<file path="src/rtl/armv8_imm_pkg.sv">
// Shared encodings for the immediate extender and the constant-load sequencer.
// The extender control codes and the sequencer state are kept here so both ends agree.
package armv8_imm_pkg;

    localparam logic [2:0] EXT_LDST   = 3'b000;
    localparam logic [2:0] EXT_ADDSUB = 3'b001;
    localparam logic [2:0] EXT_CBZ    = 3'b010;
    localparam logic [2:0] EXT_B      = 3'b011;
    localparam logic [2:0] EXT_MOV0   = 3'b100;
    localparam logic [2:0] EXT_MOV1   = 3'b101;
    localparam logic [2:0] EXT_MOV2   = 3'b110;
    localparam logic [2:0] EXT_MOV3   = 3'b111;

    typedef enum logic [1:0] {
        IDLE  = 2'd0,
        ISSUE = 2'd1,
        FIN   = 2'd2
    } seq_state_e;

endpackage

</file>
<file path="src/rtl/hw_pick.sv">
// Lowest-set-bit priority encoder over the pending-halfword mask.
// one_hot_remaining flags that exactly one halfword is still pending.
module hw_pick (
    input  logic [3:0] vec,
    output logic [1:0] idx,
    output logic       one_hot_remaining
);

    always_comb begin
        idx = 2'd0;
        if (vec[0])      idx = 2'd0;
        else if (vec[1]) idx = 2'd1;
        else if (vec[2]) idx = 2'd2;
        else if (vec[3]) idx = 2'd3;
        one_hot_remaining = (vec != 4'd0) && ((vec & (vec - 4'd1)) == 4'd0);
    end

endmodule

</file>
<file path="src/rtl/const_load_seq.sv">
// Expands an LDI rd, #imm64 request into one MOVZ plus zero or more MOVK micro-ops,
// one halfword per op in ascending order, over a valid/ready issue port.
module const_load_seq
    import armv8_imm_pkg::*;
#(
    parameter bit SKIP_ZERO = 1'b1,
    parameter int REG_W     = 5
) (
    input  logic             CLK,
    input  logic             resetl,
    input  logic             flush,
    input  logic             req_valid,
    output logic             req_ready,
    input  logic [63:0]      req_const,
    input  logic [REG_W-1:0] req_rd,
    output logic             op_valid,
    input  logic             op_ready,
    output logic [25:0]      op_imm26,
    output logic [2:0]       op_ctrl,
    output logic             op_keep,
    output logic [REG_W-1:0] op_rd,
    output logic             op_last,
    output logic             done
);

    seq_state_e       state_q, state_d;
    logic [3:0]       pend_q, pend_d;
    logic             first_q, first_d;
    logic [63:0]      const_q, const_d;
    logic [REG_W-1:0] rd_q, rd_d;
    logic             live_q;

    logic [1:0]  pick_idx;
    logic        pick_last;
    logic [3:0]  new_pend;
    logic [15:0] cur_hw;
    logic        issue;

    hw_pick u_hw_pick (
        .vec               (pend_q),
        .idx               (pick_idx),
        .one_hot_remaining (pick_last)
    );

    assign cur_hw = const_q[{pick_idx, 4'b0000} +: 16];
    assign issue  = (state_q == ISSUE);

    // Outputs decode registered state only; op_ready/req_valid never reach them.
    assign req_ready = live_q && (state_q == IDLE);
    assign done      = (state_q == FIN);
    assign op_valid  = issue;
    assign op_imm26  = issue ? {3'b000, pick_idx, cur_hw, 5'b00000} : 26'd0;
    assign op_ctrl   = issue ? (EXT_MOV0 | {1'b0, pick_idx}) : 3'b000;
    assign op_keep   = issue && !first_q;
    assign op_last   = issue && pick_last;
    assign op_rd     = issue ? rd_q : '0;

    always_comb begin
        new_pend = 4'b0000;
        for (int k = 0; k < 4; k++) begin
            new_pend[k] = SKIP_ZERO ? (|req_const[16*k +: 16]) : 1'b1;
        end
        // An all-zero constant still needs its single MOVZ.
        if (new_pend == 4'b0000) new_pend = 4'b0001;
    end

    always_comb begin
        // NOTE: every next-state signal gets a default so no latch is inferred.
        state_d = state_q;
        pend_d  = pend_q;
        first_d = first_q;
        const_d = const_q;
        rd_d    = rd_q;
        if (flush) begin
            state_d = IDLE;
            pend_d  = 4'b0000;
            first_d = 1'b0;
        end else begin
            unique case (state_q)
                IDLE: begin
                    if (req_valid && live_q) begin
                        const_d = req_const;
                        rd_d    = req_rd;
                        pend_d  = new_pend;
                        first_d = 1'b1;
                        state_d = ISSUE;
                    end
                end
                ISSUE: begin
                    if (op_ready) begin
                        pend_d  = pend_q & ~(4'b0001 << pick_idx);
                        first_d = 1'b0;
                        if (pick_last) state_d = FIN;
                    end
                end
                FIN:     state_d = IDLE;
                default: state_d = IDLE;
            endcase
        end
    end

    // NOTE: the latched constant and rd are reset too, so nothing stale can leak after reset.
    always_ff @(posedge CLK or negedge resetl) begin
        if (!resetl) begin
            state_q <= IDLE;
            pend_q  <= 4'b0000;
            first_q <= 1'b0;
            const_q <= 64'd0;
            rd_q    <= '0;
            live_q  <= 1'b0;
        end else begin
            // NOTE: non-blocking assignments keep all flops updating from pre-edge values.
            state_q <= state_d;
            pend_q  <= pend_d;
            first_q <= first_d;
            const_q <= const_d;
            rd_q    <= rd_d;
            live_q  <= 1'b1;
        end
    end

endmodule

</file>
<file path="config.mk">
export PLATFORM = sky130hd
export DESIGN_NAME = const_load_seq
export DESIGN_NICKNAME = d
export VERILOG_FILES = /design/src/rtl/armv8_imm_pkg.sv /design/src/rtl/hw_pick.sv /design/src/rtl/const_load_seq.sv
export SDC_FILE = /design/constraint.sdc
export NUM_CORES = 1
export LEC_CHECK = 0
export BUFFER_PORTS_ARGS = -buffer_cell sky130_fd_sc_hd__buf_2
export CORE_MARGIN = 3
export CORE_UTILIZATION = 30
export DETAILED_ROUTE_END_ITERATION = 8
export GPL_ROUTABILITY_DRIVEN = 1
export HOLD_SLACK_MARGIN = 0.05
export SLEW_MARGIN = 5
export SYNTH_ARGS = -nofsm -noshare
export SYNTH_HDL_FRONTEND = slang
export SYNTH_SLANG_ARGS = --single-unit
</file>
<file path="constraint.sdc">
create_clock -name CLK -period 1.97 [get_ports CLK]
set_clock_uncertainty 0.1 [all_clocks]
set_input_delay 0.2955 -clock CLK [delete_from_list [all_inputs] [get_ports CLK]]
set_output_delay 0.2955 -clock CLK [all_outputs]
set_load 0.005 [all_outputs]
</file>
==> results.yml, run 1 <==
cts:
  clk_pin_slew_ns: 0.06
  cts_buffers: 9
  root_buffer: "clkbuf_16"
  h-tree-depth: 3
  clock_latency_ns: 0.33
  clock_path_buffers: 2
  tritoncts: "built"
  cts.sinks: 77
synthesis:
  syn_area_per_cell_um2: 13.45
  yosys.cell_types.count: 41
  yosysTopAreaCellShare_pct: 48.58
  ys.flop_type: "dfrtp_1"
  yosysWarnings: 0
  yosysMostFrequentCell: "dfrtp_1"
  synth_largest_area_cell: "dfrtp_1"
  synth_edf_count: 0
  synth_seq_cells: 77
  netlist_instances: 295
  syn_area_mm2: 0.003966
  ys_top_cells_by_area: "dfrtp_1 49%, mux2_4 19%, mux2_1 5.7%"
  synth_common_cells: "77 x dfrtp_1, 49 x mux2_4, 20 x mux2_1"
  synthArstFlopShare_pct: 100.0
  synth-seq-area-share_pct: 48.58
grt:
  grt_overflow: 0
  grt_pass1_vias: 2983
  grt_pass1_wl_mm: 16.23
  antenna_found_initial: 3
  grt_max_degree: 48
  groute.usage.overall_pct: 14.45
place:
  dpl_worst_slack_ns: 0.04295
  port_buffers: 104
  placed_cells: 564
  place_congestion: 0.8273
  dp_hpwl_mm: 8.037
sta:
  final-hold-violation-count: 0
  worst_slack_ns: -0.3206
  fin_setup_tns_ns: -3.692
  tightest_slew_ns: 0.5024
  period_share_pct: 116.3
  slew_headroom_pct: 66.50
  slew_violations: 0
  max_freq_ghz: 0.4366
  setup_violations: 18
  min_period_ns: 2.291
  rsz0062_at_grt: "true"
setup_path:
  crit_path_end_kind: "output port"
  crit_arrival_ns: 1.90
  cp-start-kind: "flop"
  cp.required_ns: 1.57
  worstPathMaxFanout: 4
  critical_path_class: "reg -> out"
final_layout:
  area_delta_synth_final_pct: 29.24
  drive_gt1_share_pct: 52.29
  final_cells: 588
  nets: 484
route:
  num_vias: 2818
  drt_iter0_markers: 145
  drcViolationCount: 0
  antenna_left: 0
  drtPass1Iterations: 4
  detail_route.vias_per_cell: 4.793
  routed_wl_mm: 10.56
  avgRoutedWirePerCell_um: 17.97
die:
  start_util_pct: 31.05
  num_rows: 41
  core_mm2: 0.01277
  dieWidth_um: 121.0
  ios: 113
  dieArea_mm2: 0.01464
  fp.dieH_um: 121.0
power:
  leakage_nw: 2.478
  cellPowerDensity_mw_per_mm2: 952.2
  ir_worst_vdd_mv: 0.4543
  p_total_mw: 4.881
min_path:
  hold_class: "in -> reg"
status:
  violations: "setup timing"
  status: "finished, violations left"
flow_run:
  drv_cap: 0
## placed cells by master (no fill, tap or decap), drive strengths merged, types with 3 or more instances in the layout
cell / n
and2: 10
o22ai: 16
nand4: 3
conb: 9
nor4: 16
nand2: 5
clkbuf: 14
mux2: 69
clkinv: 3
a22o: 3
a22oi: 16
o21ai: 5
nor2: 6
buf: 124
o31ai: 3
mux2i: 16
dfrtp: 77
## critical path, cell delays in order (launching register included)
cell and delay (ns):
dfrtp_2 0.45, nor4b_4 0.29, buf_6 0.16, clkbuf_16 0.14
a22oi_1 0.08, o22ai_1 0.26, buf_2 0.17
## per-layer routing
| metal | vias to the layer above | GRT usage [%] | routed length, um |
|---|---|---|---|
| met5 | - | 0 | 14 |
| met4 | 4 | 6.657 | 289 |
| met3 | 24 | 4.709 | 690 |
| met2 | 84 | 21.12 | 4828 |
| met1 | 1387 | 19.38 | 4740 |
| li1 | 1319 | - | - |
## what timing repair did
action / in CTS / in global routing
hold buffers: 1 / 0
pin swaps: 0 / 7
setup buffers: 1 / 3
gates cloned: 0 / 2
gates resized for setup: 5 / 18
setup endpoints to repair: 19 / 19
hold endpoints to repair: 35 / 0
## where the power goes
part / internal, mW / switching, mW
registers: 1.94 / 0.259
logic: 0.711 / 0.436
clock network: 0.915 / 0.624
total: 3.56 / 1.32
## path summary, 6_finish.rpt
kind                                           end  slack [ns]  cells after the start              startpoint
setup / recovery                       op_imm26[5]       -0.32                      6   pend_q[0]$_DFFE_PN0P_
hold / removal                 rd_q[4]$_DFFE_PN0P_        0.08                      2               req_rd[4]
setup reg to reg           const_q[30]$_DFFE_PN0P_        0.19                      5  state_q[0]$_DFFE_PN0P_
hold reg to reg                rd_q[4]$_DFFE_PN0P_        0.38                      1     rd_q[4]$_DFFE_PN0P_
max in group asynchronous    pend_q[0]$_DFFE_PN0P_        0.75                      3                  resetl
min in group asynchronous  const_q[33]$_DFFE_PN0P_        0.38                      2                  resetl
## metrics by stage
| stage | utilization, % | area, um2 | hold WS (ns) |
|---|---|---|---|
| final | 40.13 | 5126 | 0.08117 |
| after global routing | 40.13 | 5126 | 0.08678 |
| after detailed placement | 36.56 | 4669 | 0.1937 |
| after CTS | 38.93 | 4972 | 0.06919 |
| after global placement | 36.56 | 4669 | 0.1987 |
| after floorplan | - | 3993 | -0.1001 |
## final cells by class
| class | instances | area (um2) |
|---|---|---|
| antenna | 1 | 2.502 |
| clock buffer | 12 | 256.5 |
| clock inverter | 4 | 22.52 |
| fill | 1231 | 7647 |
| inverter | 2 | 7.507 |
| multi-input combinational | 193 | 1903 |
| sequential | 77 | 1932 |
| tap | 172 | 215.2 |
| timing repair buffer | 127 | 787.0 |
## sequential cells by signal, summed over array words and instances (netlist names)
| name | count |
|---|---|
| rd_q | 5 |
| first_q | 1 |
| pend_q | 4 |
| const_q | 64 |
| live_q | 1 |
| state_q | 2 |
## cells by family (layout without fill, tap and decap cells)
| logic type | after synthesis | in the layout | synth area share, % |
|---|---|---|---|
| AO/OA/AOI/OAI | 49 | 49 | 8.802 |
| XOR/XNOR | 1 | 1 | 0.2209 |
| buffers and inverters | 32 | 145 | 6.025 |
| flip-flops | 77 | 77 | 48.58 |
| multiplexers | 85 | 85 | 28.27 |
| other | 2 | 10 | 0.1893 |
| AND/OR/NAND/NOR | 49 | 49 | 7.918 |
Power figures use the tool's default switching activity.
==> inputs of run 2 (changes only) <==
Settings changed: SYNTH_HIERARCHICAL set to 1.
==> run 2 against run 1 <==
Net effect:
- the run still ends with setup timing left
- core utilization grew 3.3 points
- area after synthesis fell by 4.4%
- wire length down 1.7%
- via count is 2.4% lower
- register-to-register slack got worse by 0.02 ns
- clock power rose by 7%
- sequential share of layout area down 1.2 points
- die area is 4.2% lower
- sequential power down 4%
==> results.yml, run 2 <==
status:
  status: "finished, violations left"
  violations: "setup timing"
cts:
  clock_path_buffers: 2
  clock_latency_ns: 0.33
  cts.sinks: 77
  h-tree-depth: 3
  cts_buffers: 9
  clk_pin_slew_ns: 0.06
  tritoncts: "built"
  root_buffer: "clkbuf_16"
final_layout:
  diodes: 0
  seq_area_mm2: 0.001928
  multi_input_area_mm2: 0.001808
  final_cells: 580
  largest-register: "const_q"
  drive_gt1_share_pct: 63.11
  layout_common_cells: "89 x buf_2, 76 x dfrtp_1, 64 x mux2_2"
  nets: 482
  design_area_mm2: 0.005280
  layout.cells.most_common: "buf_2"
  fillers: 1135
  largest_reg_flops: 64
  area_delta_synth_final_pct: 39.27
  reg_top3: "const_q x64, rd_q x5, pend_q x4"
setup_path:
  cp_slowest_stage_delay_ns: 0.48
  cp.required_ns: 1.57
  critical_path.cell_chain: "nand2b_4 > a21oi_4 > buf_4 > clkbuf_16 > mux4_2 > and2_4 > buf_6"
  crit_arrival_ns: 2.05
  cp-start-kind: "flop"
  r2r_start: "pend_q[0]$_DFFE_PN0P_"
  crit_path_end_kind: "output port"
  slowest_stage: "mux4_2"
  crit_start: "pend_q[2]$_DFFE_PN0P_"
  critical_path_class: "reg -> out"
  worstPathMaxFanout: 4
place:
  port_buffers: 104
  placed_cells: 552
  dpl_worst_slack_ns: -0.1208
  place_congestion: 0.8042
  place_area_mm2: 0.004636
  dp_hpwl_mm: 7.470
sta:
  worst_slack_ns: -0.4759
  tightest_slew_ns: 0.5871
  rsz0062_at_grt: "true"
  min_period_ns: 2.446
  slew_violations: 0
  whs_ns: 0.09262
  final-hold-violation-count: 0
  setup_violations: 17
  max_freq_ghz: 0.4089
  period_share_pct: 124.2
  slew_headroom_pct: 60.50
synthesis:
  synthAdderAreaFrac_pct: 0
  synth_common_cells: "77 x dfrtp_1, 64 x mux2_2, 24 x and2_1"
  synth_edf_count: 0
  synth.area.mux_share_pct: 30.50
  yosysWarnings: 6
  yosys.area_share.simple_pct: 11.39
  syn_area_per_cell_um2: 13.69
  synth_top_family_by_area: "multiplexers"
  synth-seq-area-share_pct: 50.83
  synth_largest_area_cell: "dfrtp_1"
  yosysTopAreaCellShare_pct: 50.83
  synth_seq_cells: 77
  synth_compound_area_share_pct: 2.244
  ys_top_cells_by_area: "dfrtp_1 51%, mux2_2 19%, mux4_2 9.5%"
  synthXorXnorAreaFrac_pct: 0.2310
  syn_area_mm2: 0.003791
  yosysMostFrequentCell: "dfrtp_1"
  netlist_instances: 277
  synthArstFlopShare_pct: 100.0
  ys.flop_type: "dfrtp_1"
  yosys.cell_types.count: 35
route:
  routed_wl_mm: 10.39
  drt_iter0_markers: 81
  drtPass1Iterations: 4
  detail_route.vias_per_cell: 4.741
  drcViolationCount: 0
  num_vias: 2750
  avgRoutedWirePerCell_um: 17.91
  antenna_left: 0
die:
  dieArea_mm2: 0.01402
  ios: 113
  dieWidth_um: 118.4
  start_util_pct: 31.17
  core_mm2: 0.01216
  num_rows: 40
  fp.dieH_um: 118.4
grt:
  grt_max_degree: 70
  grt_pass1_vias: 3035
  antenna_found_initial: 0
  groute.usage.overall_pct: 14.91
  grt_overflow: 0
  grt_pass1_wl_mm: 16.22
power:
  leakage_nw: 2.414
  p_total_mw: 4.998
  cellPowerDensity_mw_per_mm2: 946.5
  ir_worst_vdd_mv: 0.4897
flow_run:
  drv_cap: 0
min_path:
  hold_class: "in -> reg"
  min_from: "req_rd[2]"
## run 2: worst max-delay path: cells and delay by family (launching register included)
family	cells	cell delay, ns
compound gates	1	0.16
buf+inv	3	0.40
flops	1	0.37
mux	1	0.48
simple gates	2	0.32
## run 2: logic make-up after synthesis
logic type,after synthesis
buffers and inverters,29
AO/OA/AOI/OAI,12
multiplexers,85
XOR/XNOR,1
other,2
flip-flops,77
AND/OR/NAND/NOR,71
## run 2: worst paths after layout
kind	endpoint	slack, ns	depth (start not counted)
hold reg to reg	rd_q[0]$_DFFE_PN0P_	0.40	1
setup / recovery	op_imm26[14]	-0.48	7
max in group asynchronous	const_q[40]$_DFFE_PN0P_	0.83	3
setup reg to reg	state_q[1]$_DFFE_PN0P_	0.17	7
min in group asynchronous	rd_q[2]$_DFFE_PN0P_	0.35	2
hold / removal	rd_q[2]$_DFFE_PN0P_	0.09	2
## run 2: timing repair
| item | in CTS | in global routing |
|---|---|---|
| hold buffers | 1 | 0 |
| pin swaps | 10 | 11 |
| cloned | 1 | 2 |
| setup endpoints to repair | 26 | 30 |
| setup buffers | 5 | 4 |
| gates resized for setup | 24 | 20 |
| endpoints found under the hold margin | 30 | 0 |
## run 2: area by class of cell
type / instances / area share, %
inverter: 4 / 0.3318
timing repair buffer: 138 / 19.24
tap: 168 / 3.981
sequential: 77 / 36.52
clock inverter: 4 / 0.9005
multi-input combinational: 178 / 34.24
clock buffer: 11 / 4.787
## run 2: through the flow
stage	util [%]	setup TNS [ns]
6_report	43.42	-7.384
5_1_grt	43.42	-8.946
4_1_cts	42.08	-7.296
3_5_place_dp	38.12	-1.708
3_3_place_gp	38.12	-1.382
2_1_floorplan	-	-0.07314
## run 2: per-layer routing
layer	share of wire, %	vias to the layer above	GRT usage (%)
li1	-	1276	-
met1	44	1396	18.93
met2	50	67	24.72
met3	4.2	11	3.349
met4	1.5	0	5.938
met5	0	-	0
## run 2: power breakdown
part | total (mW) | switching, mW | internal [mW]
clock network | 1.65 | 0.612 | 1.04
registers | 2.11 | 0.181 | 1.93
logic | 1.23 | 0.437 | 0.798
total | 5.00 | 1.23 | 3.77
